## src/rtl/result_copy_pkg.sv

```systemverilog
// Shared types and widths for the result copy scheduler and its arbiter.
package result_copy_pkg;

  typedef enum logic [2:0] {
    IDLE,
    KICK,
    WAIT_START,
    WAIT_END,
    DONE,
    ERROR
  } state_e;

  localparam int OFFSET_W = 32;
  localparam int WORDS_W  = 32;
  localparam int ADDR_W   = 64;

  localparam int DEFAULT_NUM_REQ        = 4;
  localparam int DEFAULT_TIMEOUT_CYCLES = 1048576;

endpackage

```

## src/rtl/result_copy_scheduler_rr_arbiter.sv

```systemverilog
// Combinational round-robin arbiter: searches upward from ptr_i+1 with wrap
// and returns a one-hot grant plus its index.
module rr_arbiter
  import result_copy_pkg::*;
#(
  parameter int NUM_REQ = DEFAULT_NUM_REQ
) (
  input  logic [NUM_REQ-1:0]         req_i,
  input  logic                       enable_i,
  input  logic [$clog2(NUM_REQ)-1:0] ptr_i,
  output logic [NUM_REQ-1:0]         grant_o,
  output logic [$clog2(NUM_REQ)-1:0] grant_idx_o
);

  localparam int IDX_W = $clog2(NUM_REQ);

  logic found;
  int   cand;

  always_comb begin
    grant_o     = '0;
    grant_idx_o = '0;
    found       = 1'b0;
    cand        = 0;
    if (enable_i) begin
      for (int k = 1; k <= NUM_REQ; k++) begin
        cand = (int'(ptr_i) + k) % NUM_REQ;
        if (!found && req_i[cand]) begin
          found         = 1'b1;
          grant_o[cand] = 1'b1;
          grant_idx_o   = IDX_W'(cand);
        end
      end
    end
  end

endmodule

```

## src/rtl/result_copy_scheduler.sv

```systemverilog
// Shares one result-copy engine between NUM_REQ producers: round-robin job
// acceptance, engine kick/busy tracking, completion strobes and a watchdog.
module result_copy_scheduler
  import result_copy_pkg::*;
#(
  parameter int NUM_REQ        = DEFAULT_NUM_REQ,
  parameter int TIMEOUT_CYCLES = DEFAULT_TIMEOUT_CYCLES
) (
  input  logic                         clk,
  input  logic                         reset,
  input  logic [NUM_REQ-1:0]           req_valid,
  output logic [NUM_REQ-1:0]           req_ready,
  input  logic [NUM_REQ*OFFSET_W-1:0]  req_offset,
  input  logic [NUM_REQ*WORDS_W-1:0]   req_words,
  input  logic [NUM_REQ*ADDR_W-1:0]    req_memory_addr,
  output logic [NUM_REQ-1:0]           done_pulse,
  output logic                         copy_kick,
  input  logic                         copy_busy,
  output logic [OFFSET_W-1:0]          copy_offset,
  output logic [WORDS_W-1:0]           copy_words,
  output logic [ADDR_W-1:0]            copy_memory_addr,
  output logic                         busy,
  output logic [31:0]                  jobs_done,
  output logic                         err_timeout,
  input  logic                         clear_err
);

  localparam int IDX_W  = $clog2(NUM_REQ);
  localparam int WDOG_W = $clog2(TIMEOUT_CYCLES + 1);

  state_e               state_q;
  logic [IDX_W-1:0]     rr_ptr_q;
  logic [IDX_W-1:0]     grant_q;
  logic [WDOG_W-1:0]    wdog_q;
  logic [WDOG_W-1:0]    wdog_d;
  logic                 copy_kick_q;
  logic [NUM_REQ-1:0]   done_pulse_q;
  logic [OFFSET_W-1:0]  copy_offset_q;
  logic [WORDS_W-1:0]   copy_words_q;
  logic [ADDR_W-1:0]    copy_addr_q;
  logic [31:0]          jobs_done_q;
  logic                 err_q;

  logic                 arb_en;
  logic                 accept;
  logic [NUM_REQ-1:0]   win;
  logic [IDX_W-1:0]     win_idx;
  logic [OFFSET_W-1:0]  sel_offset;
  logic [WORDS_W-1:0]   sel_words;
  logic [ADDR_W-1:0]    sel_addr;

  // The engine reports busy while it is still coming out of reset, so no
  // grant is offered until it is genuinely idle.
  assign arb_en = (state_q == IDLE) && !copy_busy && !reset;

  rr_arbiter #(.NUM_REQ(NUM_REQ)) u_arb (
    .req_i       (req_valid),
    .enable_i    (arb_en),
    .ptr_i       (rr_ptr_q),
    .grant_o     (win),
    .grant_idx_o (win_idx)
  );

  assign req_ready  = win;
  assign accept     = |(req_valid & win);
  assign sel_offset = req_offset[int'(win_idx)*OFFSET_W +: OFFSET_W];
  assign sel_words  = req_words[int'(win_idx)*WORDS_W +: WORDS_W];
  assign sel_addr   = req_memory_addr[int'(win_idx)*ADDR_W +: ADDR_W];
  assign wdog_d     = wdog_q + 1'b1;

  always_ff @(posedge clk or posedge reset) begin
    if (reset) begin
      state_q       <= IDLE;
      rr_ptr_q      <= IDX_W'(NUM_REQ - 1);
      grant_q       <= '0;
      wdog_q        <= '0;
      copy_kick_q   <= 1'b0;
      done_pulse_q  <= '0;
      copy_offset_q <= '0;
      copy_words_q  <= '0;
      copy_addr_q   <= '0;
      jobs_done_q   <= '0;
      err_q         <= 1'b0;
    end else begin
      copy_kick_q  <= 1'b0;
      done_pulse_q <= '0;
      if (clear_err) err_q <= 1'b0;
      case (state_q)
        IDLE: begin
          if (accept) begin
            copy_offset_q <= sel_offset;
            copy_words_q  <= sel_words;
            copy_addr_q   <= sel_addr;
            grant_q       <= win_idx;
            if (sel_words == '0) begin
              state_q <= DONE;
            end else begin
              state_q     <= KICK;
              copy_kick_q <= 1'b1;
            end
          end
        end
        KICK: begin
          wdog_q  <= '0;
          state_q <= WAIT_START;
        end
        WAIT_START, WAIT_END: begin
          if (wdog_d == WDOG_W'(TIMEOUT_CYCLES)) begin
            err_q   <= 1'b1;
            state_q <= ERROR;
          end else begin
            wdog_q <= wdog_d;
            if (state_q == WAIT_START && copy_busy)  state_q <= WAIT_END;
            if (state_q == WAIT_END   && !copy_busy) state_q <= DONE;
          end
        end
        DONE: begin
          done_pulse_q[grant_q] <= 1'b1;
          jobs_done_q           <= jobs_done_q + 32'd1;
          rr_ptr_q              <= grant_q;
          state_q               <= IDLE;
        end
        ERROR: begin
          if (clear_err) begin
            rr_ptr_q <= grant_q;
            state_q  <= IDLE;
          end
        end
        default: state_q <= IDLE;
      endcase
    end
  end

  assign copy_kick        = copy_kick_q;
  assign done_pulse       = done_pulse_q;
  assign copy_offset      = copy_offset_q;
  assign copy_words       = copy_words_q;
  assign copy_memory_addr = copy_addr_q;
  assign jobs_done        = jobs_done_q;
  assign err_timeout      = err_q;
  assign busy             = (state_q != IDLE);

endmodule

```

## config.mk

```make
export PLATFORM = sky130hd
export DESIGN_NAME = result_copy_scheduler
export DESIGN_NICKNAME = d
export VERILOG_FILES = /design/src/rtl/result_copy_pkg.sv /design/src/rtl/result_copy_scheduler_rr_arbiter.sv /design/src/rtl/result_copy_scheduler.sv
export SDC_FILE = /design/constraint.sdc
export NUM_CORES = 1
export LEC_CHECK = 0
export CAP_MARGIN = 40
export CORE_AREA = 3 3 266 268
export DETAILED_ROUTE_END_ITERATION = 8
export DIE_AREA = 0 0 269 271
export MAX_ROUTING_LAYER = met4
export PLACE_DENSITY = 0.54
export SLEW_MARGIN = 25
export SYNTH_ARGS = -nofsm -noshare
export SYNTH_HDL_FRONTEND = slang
export SYNTH_HIERARCHICAL = 1
export SYNTH_SLANG_ARGS = --single-unit
```

## constraint.sdc

```tcl
create_clock -name clk -period 7.5 [get_ports clk]
set_input_delay 2.25 -clock clk [delete_from_list [all_inputs] [get_ports clk]]
set_output_delay 2.25 -clock clk [all_outputs]
set_load 0.005 [all_outputs]
```

# After elaboration in Yosys (flattened, before gate mapping)
# Cells that the tools add are included.
[word_totals]
reg_bits = 194
input_bits = 520
ramBits = 0
mem_bits_ro = 0
memories = 0
latchBits = 0
[op_classes]
muxes = 59
n_div = 0
magnitude_cmp = 10
add_sub_neg = 6
eq_ne = 10
multipliers = 0
shifts = 3
bitwise_logic = 8
n_reduce_logical = 32
[ops]
columns = ["operator", "count"]
rows = [
  ["$shiftx 128x8->32", 2],
  ["$shiftx 256x9->64", 1],
  ["$pmux 21 s2", 1],
  ["$mux 4", 9],
  ["$add 32x1->32 const B", 1],
  ["$logic_not 32->1", 1],
  ["$mux 1", 25],
  ["$add 21x1->21 const B", 1],
  ["$eq 21x21->1 const B", 1],
  ["$mux 21", 1],
  ["$mux 3", 6],
  ["$lt 3x4->1 const B", 4],
  ["$ge 3x1->1 const B", 4],
  ["$logic_and 1x1->1", 12],
  ["$mux 2", 6],
  ["$or 4x4->4", 3],
  ["$pmux 3 s4", 1],
  ["$demux 1 s2", 5],
  ["$reduce_or 2->1", 5],
  ["$bmux 1 s2", 4],
  ["$eq 3x2->1 const B", 2],
  ["$eq 3x3->1 const B", 2],
  ["$ne 2x2->1 const B", 3],
  ["$reduce_and 2->1", 3],
  ["15 further kinds", 25],
]

# Depth between registers and ports, before layout
[logic_depth]
ltp_word = 25
ltp_mapped = 16
depth_no_buf = 13

# Hierarchy
# The synthesis kept the hierarchy.
[modules_own_cells]
columns = ["module", "area_per_inst_um2", "seq_area_each_um2", "n_inst", "cells_each"]
rows = [
  ["result_copy_scheduler", 11309.6, 4857.2, 1, 794],
  ["rr_arbiter", 439.2, 0.0, 1, 47],
]

# Worst setup path after synthesis
# No wires, ideal clock.
[synth_path]
kind = "input port to output port"
startpoint = "in req_valid[0]"
endpoint = "out req_ready[0]"
n_path_buf = 0
t_required_ns = 5.250
cell_stages = 4
slack_ns = 1.831
t_arrival_ns = 3.419
cell_sequence = "mux4_2 nor2b_2 a221o_1 a32o_1"
[synth_via]
elab_chain_cells = 17
elab_cells_between_ends = 35
cone_classes = "mux: 26; bitwise: 3; reduce/logical: 6"
[synth_lines]
columns = ["item", "line", "text"]
rows = [
  ["from (decl)", "result_copy_scheduler.sv:11", "input logic [NUM_REQ-1:0] req_valid,"],
  ["$bmux 1 s2", "result_copy_scheduler_rr_arbiter.sv:28", "if (!found && req_i[cand]) begin"],
  ["$mux 1 (not written as such) (2 in a row)", "result_copy_scheduler_rr_arbiter.sv:28", ""],
  ["$mux 1", "result_copy_scheduler_rr_arbiter.sv:28", ""],
  ["$mux 1", "result_copy_scheduler_rr_arbiter.sv:25", "if (enable_i) begin"],
  ["$logic_not 1->1", "result_copy_scheduler_rr_arbiter.sv:28", ""],
  ["$logic_and 1x1->1", "result_copy_scheduler_rr_arbiter.sv:28", ""],
  ["$mux 1", "result_copy_scheduler_rr_arbiter.sv:28", ""],
  ["$mux 1", "result_copy_scheduler_rr_arbiter.sv:25", ""],
  ["$logic_not 1->1", "result_copy_scheduler_rr_arbiter.sv:28", ""],
  ["$logic_and 1x1->1", "result_copy_scheduler_rr_arbiter.sv:28", ""],
  ["$mux 1", "result_copy_scheduler_rr_arbiter.sv:28", ""],
  ["$mux 1", "result_copy_scheduler_rr_arbiter.sv:25", ""],
  ["$logic_not 1->1", "result_copy_scheduler_rr_arbiter.sv:28", ""],
  ["$logic_and 1x1->1", "result_copy_scheduler_rr_arbiter.sv:28", ""],
  ["$mux 4 (*)", "result_copy_scheduler_rr_arbiter.sv:28", ""],
  ["$mux 4 (*)", "result_copy_scheduler_rr_arbiter.sv:25", ""],
  ["to (decl)", "result_copy_scheduler.sv:12", "output logic [NUM_REQ-1:0] req_ready,"],
]
# Every way passes the cells marked *; elsewhere a longest branch is shown, timed or not. The select of a mux whose other input is x is not followed.

# Worst setup path in the final report
[layout_path]
startpoint = "in req_valid[0]"
endpoint = "out req_ready[1]"
# Same word-level chain as after synthesis.

==> results.toml <==
[clocking]
postCtsSetupBuffers = 0
clock_sinks = 194
cts_buffers = 17
cts_hold_buf = 0
cts_buffer_depth = 2
clkLatencyLatePin_ps = 490
cts_max_level = 4
path_clk_slew_ps = 80
cts_root_buffer = "clkbuf_16"
cts_resized = 0
cts_tree = "done"

[finish]
layout.nets = 2047
drive_gt1_frac = 0.229
final_common_cell = "clkdlybuf4s50_1"
area_growth_pct = 74.3
final_cell_mix = "clkdlybuf4s50_1 (690), dfrtp_1 (192), mux2_2 (133), mux4_2 (130)"
fin_util = 0.299

[timing]
rsz0062_at_grt = "false"
setup_tns_ps = 0
tightest_slew_ps = 750
fmaxAchievable_mhz = 142
period_share = 0.938
skew_ps = 18.2
drv_slew = 0
hold_viol_final = 0
setup-violations-final = 0
post-route-min-period_ps = 7040
slew_headroom = 0.486

[yosys]
synthFlopType = "dfrtp_1"
synth_top_area_cell = "dfrtp_1"
ys_seq_elements = 194
synth_cell_types = 60
synth.avg_cell_area_um2 = 14.0
synth_top_area_frac = 0.409
syn-num-nets = 1371
synthArstFlopShare = 1.00
seq_area_frac_synth = 0.413
synthesis.area_mm2 = 0.0117
syn_inst = 841
synth_warnings = 6
synth-edff-count = 0
synth_area_leaders = "dfrtp_1 (41%), mux4_2 (25%), mux2_2 (13%)"

[hold_path]
hold_path_depth = 1
hp-start = "jobs_done[31]"
hp-class = "reg -> reg"
whs_endpoint = "jobs_done[31]"

[die]
fp.dieW_um = 269
pin_count = 691
die_h_um = 271
num_rows = 96
die_area_mm2 = 0.0729
design.core.area_mm2 = 0.0686
start_util = 0.171

[detailed_routing]
antenna_left = 0
wl_per_cell_um = 24.9
drcViolationCount = 0
firstDrtPassIters = 5
routed_wl_um = 61900
dr_total_vias = 10721
viasPerCell = 4.32
drtIter0Drc = 693

[worst_setup_path]
cp-end-kind = "output pin"
regToRegStartpoint = "rr_ptr_q[0]"
arrival_ps = 4790
reg2reg_slack_ps = 2370
critical_path_required_ps = 5250
crit_path_start_kind = "primary input"
rr_worst_depth = 13
worst_r2r_endpoint = "state_q[0]"
worstPathMaxFanout = 8
crit_type = "in -> out"

[pwr]
p_leak_nw = 7.60
peakVddDrop_mv = 0.133
cellPowerDensity_mw_per_mm2 = 233

[place]
gp_congestion = 0.887
hpwl_um = 51800
io_buffers = 690

[grt]
grt_usage = 0.172
use_met1 = 0.185
grt_start_max_net_pins = 94
busiest_layer = "met2"
overflow = 0
grt_use_met3 = 0.0689
antenna_found_initial = 34
grt_pass1_vias = 11504
grt_first_pass_wirelength_um = 85400
use_met2 = 0.284

[run]
cap_viol_max_count = 0

[run_status]
status = "completed"
## worst max-delay path by stage
stage | cells after the start | endpoint | from | slack (ps)
finish | 6 | req_ready[1] | req_valid[0] | 460
global route | 6 | req_ready[1] | req_valid[0] | 410
CTS | 6 | req_ready[1] | req_valid[0] | 490
detailed placement | 6 | req_ready[1] | req_valid[0] | 520
global placement | 6 | req_ready[1] | req_valid[0] | 660
floorplan | 4 | req_ready[0] | req_valid[0] | 1830
## Yosys cell counts (4+ instances only)
| cell | count |
|---|---|
| a21oi_1 | 19 |
| a21oi_2 | 10 |
| a221o_1 | 4 |
| a31oi_1 | 11 |
| a32o_1 | 4 |
| a41oi_1 | 6 |
| and3_1 | 11 |
| buf_2 | 21 |
| clkbuf_1 | 33 |
| dfrtp_1 | 192 |
| ha_1 | 10 |
| inv_1 | 15 |
| mux2_2 | 133 |
| mux4_2 | 130 |
| nand2_1 | 29 |
| nand2b_1 | 8 |
| nand3_1 | 23 |
| nand4_1 | 13 |
| nor2_1 | 33 |
| nor3_1 | 12 |
| nor4_1 | 11 |
| nor4_4 | 4 |
| o211a_1 | 5 |
| o21ai_0 | 13 |
| xnor2_1 | 31 |
| xor2_1 | 9 |
## state kept, by name (all words and copies together), names as in the netlist
register          flops
wdog_q               21
done_pulse            4
state_q               3
copy_words           32
rr_ptr_q              2
jobs_done            32
err_timeout           1
grant_q               2
copy_kick             1
copy_offset          32
copy_memory_addr     64
## worst max-delay path: stages
cell	delay, ps
clkdlybuf4s50_1	610
or3b_2	470
o311a_1	140
a211oi_1	500
a32o_1	290
clkdlybuf4s50_1	530
## layer usage
layer | vias to the layer above | wire (um)
li1 | 4704 | -
met2 | 509 | 31700
met4 | 0 | 1370
met1 | 5454 | 23000
met3 | 54 | 5830
met5 | - | 0
## final cells by class
class,count,area [um^2]
tap,931,1160
antenna,21,52.6
timing repair buffer,716,7180
fill,6900,48100
multi-input combinational,573,6600
clock inverter,13,124
sequential,194,4860
inverter,15,60.1
clock buffer,19,443
## report_power, final
group	internal [mW]	total, mW	switching [mW]
combinational	1.33	2.15	0.821
clock	0.445	0.932	0.487
sequential	1.41	1.68	0.270
## cells by family (layout without fill, tap and decap cells)
group / after synthesis / in the layout / synth area share
mux: 267 / 267 / 0.381
flops: 194 / 194 / 0.413
simple gates: 163 / 163 / 0.0803
compound gates: 93 / 93 / 0.0572
buf+inv: 74 / 763 / 0.0272
xor+xnor: 40 / 40 / 0.0298
fa+ha+maj: 10 / 10 / 0.0106
other cells: 0 / 21 / 0
## per-stage QoR
step | cells | total power [mW] | setup WS [ps] | hold WS, ps | cell area [um^2]
finish | 2482 | 4.77 | 462 | 485 | 20500
global route | 2477 | 5.05 | 406 | 513 | 20500
CTS | 2458 | 4.84 | 486 | 486 | 20400
detailed placement | 2426 | 3.86 | 520 | 476 | 19800
global placement | 2425 | 3.84 | 657 | 467 | 19800
floorplan | 841 | 2.45 | 1830 | 461 | 11800
No activity file was read; power rests on OpenSTA's default activity.
